[src/rtl/commu_m_arm_rd.sv]
// rtl/commu_m_arm_rd.sv - ARM external-bus read engine for the master-side frame buffer
module commu_m_arm_rd #(
   parameter int AW        = 10,
   parameter int DW        = 16,
   parameter int FRM_WORDS = 512
) (
   input  logic          clk_sys,
   input  logic          rst,
   input  logic          arm_cs_n,
   input  logic          arm_oe_n,
   input  logic          arm_we_n,
   input  logic [1:0]    arm_addr,
   output logic [DW-1:0] arm_data,
   output logic          arm_data_oe,
   input  logic [7:0]    stu_buf_rdy,
   output logic [AW-1:0] buf_raddr,
   input  logic [DW-1:0] buf_rdata,
   output logic          buf_frm,
   output logic          buf_rd,
   output logic [7:0]    err_cnt
);

   typedef enum logic [1:0] {
      ST_IDLE  = 2'd0,
      ST_READY = 2'd1,
      ST_XFER  = 2'd2
   } state_t;

   localparam logic [AW-1:0] LAST_PTR = AW'(FRM_WORDS - 1);
   localparam logic [AW-1:0] PTR_ONE  = AW'(1);

   // synchroniser chains, bit 1 is the synced value
   logic [1:0]    r_cs_s;
   logic [1:0]    r_oe_s;
   logic [1:0]    r_we_s;
   logic          r_rd_act_d;
   logic          r_wr_act_d;
   logic [1:0]    r_addr;
   logic [DW-1:0] r_data_q;

   state_t        r_state;
   logic [AW-1:0] r_ptr;
   logic          r_frm;
   logic          r_rd;
   logic [DW-1:0] r_arm_data;
   logic [7:0]    r_err_cnt;

   state_t        w_state_nxt;
   logic [AW-1:0] w_ptr_nxt;
   logic          w_frm_nxt;
   logic          w_rd_nxt;
   logic [DW-1:0] w_arm_data_nxt;
   logic [7:0]    w_err_nxt;

   logic          w_rd_act;
   logic          w_wr_act;
   logic          w_rd_start;
   logic          w_rd_end;
   logic          w_wr_start;
   logic          w_wr_end;
   logic          w_data_start;
   logic          w_abort;
   logic          w_busy;
   logic [DW-1:0] w_status;

   assign w_rd_act     = ~r_cs_s[1] & ~r_oe_s[1];
   assign w_wr_act     = ~r_cs_s[1] & ~r_we_s[1];
   assign w_rd_start   = w_rd_act & ~r_rd_act_d;
   assign w_rd_end     = ~w_rd_act & r_rd_act_d;
   assign w_wr_start   = w_wr_act & ~r_wr_act_d;
   assign w_wr_end     = ~w_wr_act & r_wr_act_d;
   assign w_data_start = w_rd_start & (arm_addr == 2'd1);
   assign w_abort      = w_wr_end & (r_addr == 2'd2);
   assign w_busy       = w_rd_act | w_wr_act | r_rd_act_d | r_wr_act_d;

   // the pad enable follows the raw pins so the ARM sees the bus driven immediately
   assign arm_data_oe = ~arm_cs_n & ~arm_oe_n;
   assign arm_data    = r_arm_data;
   assign buf_raddr   = r_ptr;
   assign buf_frm     = r_frm;
   assign buf_rd      = r_rd;
   assign err_cnt     = r_err_cnt;

   // synchronisers and edge-detect stage; left out of reset so a strobe held
   // across reset does not look like a fresh access afterwards
   always_ff @(posedge clk_sys) begin
      r_cs_s     <= {r_cs_s[0], arm_cs_n};
      r_oe_s     <= {r_oe_s[0], arm_oe_n};
      r_we_s     <= {r_we_s[0], arm_we_n};
      r_rd_act_d <= w_rd_act;
      r_wr_act_d <= w_wr_act;
   end

   // address capture on access start and prefetch of word[ptr] while the bus is idle
   always_ff @(posedge clk_sys) begin
      if (rst) begin
         r_addr   <= 2'd0;
         r_data_q <= '0;
      end else begin
         if (w_rd_start | w_wr_start) begin
            r_addr <= arm_addr;
         end
         if (!w_busy) begin
            r_data_q <= buf_rdata;
         end
      end
   end

   // status word: state in the top two bits, pointer right-aligned, zeros between
   always_comb begin
      w_status                = '0;
      w_status[AW-1:0]        = r_ptr;
      w_status[DW-1:DW-2]     = r_state;
   end

   // FSM state and output registers
   always_ff @(posedge clk_sys) begin
      if (rst) begin
         r_state    <= ST_IDLE;
         r_ptr      <= '0;
         r_frm      <= 1'b0;
         r_rd       <= 1'b0;
         r_arm_data <= '0;
         r_err_cnt  <= 8'd0;
      end else begin
         r_state    <= w_state_nxt;
         r_ptr      <= w_ptr_nxt;
         r_frm      <= w_frm_nxt;
         r_rd       <= w_rd_nxt;
         r_arm_data <= w_arm_data_nxt;
         r_err_cnt  <= w_err_nxt;
      end
   end

   // next-state, read latch, pointer and error counter logic
   always_comb begin
      w_state_nxt    = r_state;
      w_ptr_nxt      = r_ptr;
      w_frm_nxt      = r_frm;
      w_rd_nxt       = r_rd;
      w_arm_data_nxt = r_arm_data;
      w_err_nxt      = r_err_cnt;

      if (w_rd_start) begin
         case (arm_addr)
            2'd0:    w_arm_data_nxt = w_status;
            2'd1:    w_arm_data_nxt = r_data_q;
            default: w_arm_data_nxt = '0;
         endcase
      end

      case (r_state)
         ST_IDLE: begin
            w_ptr_nxt = '0;
            if (w_data_start) begin
               // no frame is ready: return 0 and count the illegal read
               w_arm_data_nxt = '0;
               if (r_err_cnt != 8'hFF) begin
                  w_err_nxt = r_err_cnt + 8'd1;
               end
            end else if (stu_buf_rdy != 8'd0) begin
               w_state_nxt = ST_READY;
            end
         end
         ST_READY: begin
            // first data read opens the frame and itself returns word 0
            if (w_data_start) begin
               w_frm_nxt   = 1'b1;
               w_rd_nxt    = 1'b1;
               w_state_nxt = ST_XFER;
            end
         end
         ST_XFER: begin
            if (w_data_start) begin
               w_rd_nxt = 1'b1;
            end
            if (w_rd_end && r_rd) begin
               w_rd_nxt = 1'b0;
               if (r_ptr == LAST_PTR) begin
                  w_ptr_nxt   = '0;
                  w_frm_nxt   = 1'b0;
                  w_state_nxt = ST_IDLE;
               end else begin
                  w_ptr_nxt = r_ptr + PTR_ONE;
               end
            end
         end
         default: begin
            w_state_nxt = ST_IDLE;
            w_ptr_nxt   = '0;
            w_frm_nxt   = 1'b0;
            w_rd_nxt    = 1'b0;
         end
      endcase

      // abort write closes any frame from any state
      if (w_abort) begin
         w_ptr_nxt   = '0;
         w_frm_nxt   = 1'b0;
         w_rd_nxt    = 1'b0;
         w_state_nxt = ST_IDLE;
      end
   end

endmodule

[config.mk]
export PLATFORM = sky130hd
export DESIGN_NAME = commu_m_arm_rd
export DESIGN_NICKNAME = d
export VERILOG_FILES = /design/src/rtl/commu_m_arm_rd.sv
export SDC_FILE = /design/constraint.sdc
export NUM_CORES = 1
export LEC_CHECK = 0
export BUFFER_PORTS_ARGS = -buffer_cell sky130_fd_sc_hd__buf_2
export CORE_UTILIZATION = 38
export CTS_BUF_LIST = sky130_fd_sc_hd__clkbuf_4 sky130_fd_sc_hd__clkbuf_8
export DETAILED_ROUTE_END_ITERATION = 16
export PLACE_DENSITY = 0.7
export REMOVE_ABC_BUFFERS = 1
export SLEW_MARGIN = 10
export SYNTH_ARGS = -nofsm -noshare
export SYNTH_HDL_FRONTEND = slang
export SYNTH_SLANG_ARGS = --single-unit
[constraint.sdc]
create_clock -name clk_sys -period 3.7 [get_ports clk_sys]
set_clock_uncertainty 0.2 [all_clocks]
set_input_delay 0.74 -clock clk_sys [delete_from_list [all_inputs] [get_ports clk_sys]]
set_output_delay 0.74 -clock clk_sys [all_outputs]
set_load 0.01 [all_outputs]
# ---- Word level (Yosys, flattened, before mapping)
# Cells that the tools add are included.
dict set report word_totals {
  regBits 64
  inputBits 31
  out_inout_bits 37
}
dict set report op_classes {
  addsub 2
  n_eq_ne 11
  n_mux 20
  bitwise 24
  n_reduce_logical 9
}
# cell count
set op_table {}
lappend op_table {{$mux 16} 3}
lappend op_table {{$pmux 16 s2} 1}
lappend op_table {{$mux 10} 2}
lappend op_table {{$pmux 10 s2} 1}
lappend op_table {{$not 1->1} 11}
lappend op_table {{$add 10x1->10 const B} 1}
lappend op_table {{$eq 10x9->1 const B} 1}
lappend op_table {{$mux 2} 5}
lappend op_table {{$ne 2x2->1 const B} 5}
lappend op_table {{$and 1x1->1} 9}
lappend op_table {{$add 8x1->8 const B} 1}
lappend op_table {{$ne 8x8->1 const B} 1}
lappend op_table {{$reduce_bool 8->1} 1}
lappend op_table {{$pmux 1 s3} 2}
lappend op_table {{$pmux 2 s3} 1}
lappend op_table {{$mux 1} 5}
lappend op_table {{$reduce_and 5->1} 1}
lappend op_table {{$eq 2x1->1 const B} 2}
lappend op_table {{$eq 2x2->1 const B} 2}
lappend op_table {{$logic_not 2->1} 2}
lappend op_table {{$or 1x1->1} 4}
lappend op_table {{$reduce_and 4->1} 1}
lappend op_table {{$reduce_and 3->1} 1}
lappend op_table {{$reduce_and 2->1} 1}
lappend op_table {{other kinds (2)} 2}

# ---- Logic depth before layout (Yosys ltp)
# Gate-level depths: netlist of the first run.
dict set report logic_depth {
  word_depth 7
  mapped_depth 8
  mapped_depth_nobuf 6
}

# ---- Worst setup path after synthesis of the first run
# Ideal clock, no wire load.
dict set report synth_path {
  path_type {input port to flip-flop}
  startpoint {input arm_addr[1]}
  endpoint {register r_err_cnt[5] (netlist: err_cnt[5])}
  setup_ns 0.070
  arrival_time_ns 2.595
  t_required_ns 3.430
  setup_slack_ns 0.834
  stages 6
  path_buffers 2
  cell_sequence {or4_1 > clkbuf_2 > or4_1 > clkbuf_2 > or4_1 > a21oi_1}
}
dict set report synth_between {
  elab_chain_len 3
}
# element line
set synth_lines {}
lappend synth_lines {{from (decl)} 12} ;# input logic [1:0] arm_addr,
lappend synth_lines {{$eq 2x1->1} 72} ;# assign w_data_start = w_rd_start & (arm_addr == 2'd1);
lappend synth_lines {{$and 1x1->1} 72}
lappend synth_lines {{$reduce_and 3->1 (no source line)} n/a}
lappend synth_lines {{to (signal assigned)} 131} ;# r_err_cnt <= w_err_nxt;
lappend synth_lines {{to (decl)} 46} ;# logic [7:0] r_err_cnt;
# No other way between the ends.
# A chain may end at the register's enable or synchronous reset.

# ---- Final worst setup path of the first run
# Ends and elaborated chain as after synthesis.

==> results of run 1 <==
-- flip-flops by register name, summed over array words and instances (netlist names) --
signal / count
arm_data: 16
r_data_q: 16
buf_raddr: 10
err_cnt: 8
r_addr: 2
r_cs_s: 2
r_oe_s: 2
r_state: 2
r_we_s: 2
buf_frm: 1
buf_rd: 1
r_rd_act_d: 1
r_wr_act_d: 1
-- cells by family (layout without fill, tap and decap cells) --
| logic type | Yosys count | in the layout | share of synthesized area, % |
|---|---|---|---|
| and+or+nand+nor | 116 | 116 | 19.9 |
| AOI/OAI and AO/OA | 74 | 74 | 17.1 |
| DFF | 64 | 64 | 47.8 |
| buffers and inverters | 31 | 97 | 4.43 |
| muxes | 16 | 16 | 5.98 |
| adders and majority gates | 6 | 6 | 2.80 |
| xor gates and xnor gates | 6 | 6 | 1.96 |
-- metrics by stage --
stage          std cells  setup WS, ns
2_1_floorplan        294         0.740
3_3_place_gp         460         0.802
3_5_place_dp         460         0.777
4_1_cts              475          1.13
5_1_grt              475          1.08
6_report             475          1.10
-- cell type report --
| type | count | area share [%] |
|---|---|---|
| clock buffer | 12 | 4.86 |
| clock inverter | 3 | 0.536 |
| inverter | 12 | 1.38 |
| multi-input combinational | 218 | 39.4 |
| sequential | 64 | 39.2 |
| tap | 96 | 3.68 |
| timing repair buffer | 70 | 11.0 |
-- layer usage --
metal / part of all wire (%) / vias to the layer above
met5: 0 / -
li1: - / 1219
met1: 48 / 1091
met2: 46 / 56
met4: 2.0 / 0
met3: 4.4 / 12
-- placed cells by master, fill, tap and decap left out, types with 2 or more instances in the layout --
cell	netlist	final
buf_2	0	67
dfxtp_1	64	64
nor2_1	41	41
a21oi_1	40	40
nand2_1	38	38
mux2i_1	16	16
inv_1	12	12
clkbuf_8	0	11
or4_1	9	9
nand3_1	8	8
o31ai_1	6	6
ha_1	6	6
xnor2_1	5	5
or3_1	5	5
nand4_1	4	4
a211oi_1	4	4
a22oi_1	4	4
o21ai_0	4	4
nor3_1	3	3
buf_4	0	3
o31a_1	2	2
a2111oi_0	2	2
o41ai_1	2	2
clkinv_2	0	2
-- critical path: cells and delay by family --
| family | cells | cell delay, ns |
|---|---|---|
| AO/OA/AOI/OAI | 1 | 0.14 |
| buffers and inverters | 1 | 0.11 |
| AND/OR/NAND/NOR | 3 | 1.67 |
-- worst min path at each step --
stage / depth (start not counted) / slack [ns] / from / end
after floorplan: 0 / 0.11 / r_cs_s[0] / r_cs_s[1]
after CTS: 0 / 0.13 / r_we_s[0] / r_we_s[1]
after global placement: 0 / 0.11 / r_we_s[0] / r_we_s[1]
after global routing: 0 / 0.14 / r_we_s[0] / r_we_s[1]
final: 0 / 0.13 / r_cs_s[0] / r_cs_s[1]
after detailed placement: 0 / 0.11 / r_oe_s[0] / r_oe_s[1]
-- power by group through the flow --
stage | combinational, uW | clock [uW] | sequential, uW
6_report | 297 | 533 | 771
5_1_grt | 334 | 584 | 778
4_1_cts | 299 | 551 | 772
3_5_place_dp | 299 | 0 | 787
3_3_place_gp | 292 | 0 | 786
2_1_floorplan | 198 | 0 | 784
==> reports/metrics.yaml, run 1 <==
run_status:
  outcome: "completed"
clock_tree:
  cts-resized-gates: 0
  htree_levels: 3
  clock_latency_ns: 0.34
  tritoncts: "yes"
  clkTransAtPathRegs_ns: 0.06
  postCtsHoldBufs: 0
  cts_num_sinks: 64
  clk_path_buf_depth: 2
  cts_buffers: 9
  post_cts_buffers: 0
  cts_root_buf: "clkbuf_8"
power_and_ir_drop:
  switchingPower_uw: 472
  switching_share_pct: 29.5
  p_leak_uw: 0.00134
  comb_power_share_pct: 18.6
  power_frac_seq_pct: 48.1
  p_int_uw: 1130
  power.share.clock_pct: 33.3
  irDropWorstVdd_mv: 0.275
  powerDensity_nw_per_um2: 490
  finalPower_uw: 1600
logic_synthesis:
  syn_avg_cell_area_sq_um: 8.56
  yosysMostFrequentCell: "dfxtp_1"
  yosysSeqAreaShare_pct: 47.8
  synth_area_leader_cell: "dfxtp_1"
  synth_ff_type: "dfxtp_1"
  synth-seq-cells: 64
  postSynthCellCount: 313
  async_reset_ff_share_pct: 0
  synthesis.area_sq_um: 2680
  ys_top_cells_by_area: "dfxtp_1, a21oi_1, mux2i_1"
  ys_warn_count: 0
  synth_top_area_share_pct: 47.8
  yosysUniqueCellTypes: 41
  synth_commonest_cells: "dfxtp_1, nor2_1, a21oi_1, nand2_1, mux2i_1"
  synth_edf_count: 0
grt:
  grt_pass1_vias: 2228
  grt_remaining_overflow: 0
  grt_max_degree: 33
  top_usage_layer: "met2"
  use_met3_pct: 5.58
  met2_usage_pct: 29.3
  met1_usage_pct: 22.2
  grt_pass1_wl_microns: 10400
  grt_usage_pct: 18.1
  antenna_found_initial: 0
setup_path:
  r2r_cells: 4
  rrSetupSlack_ns: 1.28
  critPathCaptureType: "flip-flop"
  critical_path_class: "in -> reg"
  cpMostUsedCell: "or4_1"
  cp_slowest_cell: "or4_1"
  crit_path_start_kind: "input port"
  cp_max_fo: 6
  crit_required_ns: 3.76
  startpoint: "arm_addr[1]"
  r2r_end: "err_cnt[5]"
  critPathArrivalTime_ns: 2.66
  crit_end: "err_cnt[5]"
  slowest_delay_ns: 0.59
  r2r-start: "r_oe_s[1]"
  crit_path_cell_trace: "buf_2 > or4_1 > or4_1 > or4_1 > a21oi_1"
timing:
  setup_tns_ns: 0
  rsz0062_at_grt: "false"
  hold_viol: 0
  worst_pin_slew_ns: 0.855
  slew_headroom_pct: 41.5
  setup_viol: 0
  finalMaxSlewViolations: 0
  fin_crit_ns: 2.60
  max_freq_mhz: 385
  fin_crit_sh_pct: 70.2
  whs_ns: 0.127
floorplan:
  die-area_sq_um: 7390
  initial_utilization_pct: 39.4
  rows: 30
  io_pins: 68
  die_h_microns: 86.0
  die_w_microns: 86.0
  coreArea_sq_um: 6790
cells_and_area:
  area_delta_synth_final_pct: 21.9
  antenna_cells: 0
  design_area_sq_um: 3270
  multi_input_area_sq_um: 1290
  layout-drive-gt1-share_pct: 23.7
  nFillCells: 678
  ff_latch_area_sq_um: 1280
  final_core_util_pct: 48.1
  nets: 412
hold_path:
  min_path_type: "reg -> reg"
detailed_routing:
  vias: 2378
  drt-initial-drc-count: 87
  first_pass_iters: 4
  wl_per_cell_microns: 13.1
  viasPerCell: 5.01
  ant_nets: 0
  wl_microns: 6210
  drc: 0
placed_design:
  port_buffers: 67
  placed_area_sq_um: 3090
  place_congestion: 0.773
  dp_hpwl_microns: 4260
run:
  max_cap_viol_count: 0
(Power assumes the default switching activity.)
==> run 2: changes to the inputs <==
- clock period: 3.7 -> 2.5 ns (I/O delays scaled with it)
==> reports/metrics.yaml, run 2 (synthesis results as in run 1) <==
hold_path:
  min_path_type: "in -> reg"
grt:
  grt_remaining_overflow: 0  # unchanged
  grt_max_degree: 20  # -39%
  grt_usage_pct: 17.5  # -0.55 points
  grt_pass1_wl_microns: 10200  # -1.9%
  grt_pass1_vias: 2236  # +0.36%
  antenna_found_initial: 0  # unchanged
floorplan:
  initial_utilization_pct: 39.4  # unchanged
  die_w_microns: 86.0  # unchanged
  coreArea_sq_um: 6790  # unchanged
  die_h_microns: 86.0  # unchanged
  io_pins: 68  # unchanged
  die-area_sq_um: 7390  # unchanged
  rows: 30  # unchanged
run_status:
  outcome: "completed"
detailed_routing:
  vias: 2424  # +1.9%
  first_pass_iters: 4  # unchanged
  drt-initial-drc-count: 67  # -23%
  ant_nets: 0  # unchanged
  drc: 0  # unchanged
  viasPerCell: 4.99  # -0.37%
  wl_microns: 6110  # -1.6%
  wl_per_cell_microns: 12.6  # -3.8%
setup_path:
  critical_path_class: "reg -> reg"
  critPathCaptureType: "flip-flop"
  crit_path_start_kind: "flip-flop"
  critPathArrivalTime_ns: 2.45  # -0.21 ns
  crit_required_ns: 2.57  # -1.19 ns
  cp_max_fo: 5  # -1
timing:
  worst_pin_slew_ns: 0.719  # -0.136 ns
  rsz0062_at_grt: "false"
  layout_setup_ws_ns: 0.122  # -0.982 ns
  finalMaxSlewViolations: 0  # unchanged
  fin_crit_sh_pct: 95.1
  hold_viol: 0  # unchanged
  max_freq_mhz: 420
  setup_viol: 0  # unchanged
  fin_crit_ns: 2.38
  slew_headroom_pct: 51.7  # +10 points
cells_and_area:
  nets: 423  # +2.7%
  area_delta_synth_final_pct: 27.2
  ff_latch_area_sq_um: 1280  # unchanged
  final_cell_mix: "buf_2, dfxtp_1, nor2_1"
  antenna_cells: 0  # unchanged
  multi_input_area_sq_um: 1290  # unchanged
  layout-drive-gt1-share_pct: 25.9  # +2.2 points
  nFillCells: 665  # -1.9%
  final_cells: 486  # +2.3%
  layout_commonest_cell: "buf_2"
placed_design:
  dp_hpwl_microns: 4430  # +4.0%
  port_buffers: 67  # unchanged
  pre_cts_ws_ns: -0.157  # -0.934 ns
  placed_cells: 471  # +2.4%
  place_congestion: 0.779  # +0.74%
power_and_ir_drop:
  comb_power_share_pct: 17.8  # -0.8 points
  p_int_uw: 1900  # +68%
  switching_share_pct: 27.0  # -2.5 points
  p_leak_uw: 0.00142  # +6.1%
  power_frac_seq_pct: 44.0  # -4.1 points
  finalPower_uw: 2600  # +62%
  powerDensity_nw_per_um2: 762  # +55%
  irDropWorstVdd_mv: 0.487  # +77%
  power.share.clock_pct: 38.2  # +4.9 points
  switchingPower_uw: 700  # +48%
clock_tree:
  clk_path_buf_depth: 2  # unchanged
  cts_buffers: 9  # unchanged
  clkTransAtPathRegs_ns: 0.06  # about the same
  post_cts_buffers: 0  # unchanged
  htree_levels: 3  # unchanged
  clock_latency_ns: 0.34  # about the same
  cts_root_buf: "clkbuf_8"
  cts-resized-gates: 0  # unchanged
  tritoncts: "yes"
  postCtsHoldBufs: 0  # unchanged
  cts_num_sinks: 64  # unchanged
run:
  max_cap_viol_count: 0  # unchanged
[run 2: cell types whose count changed in the layout (fill, tap and decap cells not counted), sizes merged]
cell | before | now
bufinv | 0 | 2
buf | 70 | 81
clkinvlp | 1 | 0
clkinv | 2 | 1
[run 2: power by group through the flow]
stage | Clock (uW) | Combinational (uW) | Sequential [uW]
4_1_cts | 1010 | 468 | 1140
2_1_floorplan | 0 | 293 | 1160
3_5_place_dp | 0 | 466 | 1160
3_3_place_gp | 0 | 461 | 1160
6_report | 992 | 463 | 1140
5_1_grt | 1060 | 521 | 1150
[run 2: worst paths after layout]
check | from | to | slack, ns | cells after the start
max | r_oe_s[1] | err_cnt[5] | 0.12 | 4
min | arm_we_n | r_we_s[0] | 0.06 | 1
max reg2reg | r_oe_s[1] | err_cnt[5] | 0.12 | 4
min reg2reg | r_we_s[0] | r_we_s[1] | 0.13 | 0
[run 2: cell type report]
class / instances / share of cell area (%)
Multi-Input combinational cell: 218 / 37.7
Sequential cell: 64 / 37.6
Timing Repair Buffer: 81 / 13.3
Clock buffer: 12 / 4.66
Tap cell: 96 / 3.52
Clock inverter: 3 / 1.91
Inverter: 12 / 1.32
[run 2: metrics by stage]
| stage | hold slack (ns) | area (sq um) | setup TNS, ns | utilization (%) |
|---|---|---|---|---|
| 6_report | 0.0590 | 3410 | 0 | 50.2 |
| 5_1_grt | 0.0355 | 3410 | 0 | 50.2 |
| 4_1_cts | 0.0432 | 3410 | 0 | 50.2 |
| 3_5_place_dp | 0.113 | 3190 | -0.376 | 46.9 |
| 3_3_place_gp | 0.110 | 3190 | -0.223 | 46.9 |
| 2_1_floorplan | 0.110 | 2610 | -0.406 | - |
[run 2: per-layer routing]
layer / GRT usage (%) / up-vias / part of all wire (%)
met5: 0 / - / 0
met4: 6.97 / 0 / 2.1
met3: 6.35 / 12 / 4.8
met2: 28.3 / 60 / 46
met1: 21.3 / 1108 / 47
li1: - / 1244 / -
[run 2: critical path, cell delays in order, from the launching register on]
cell     delay [ns]
dfxtp_1        0.34
or4_1          0.54
or4_1          0.56
or4_1          0.52
a21oi_1        0.15
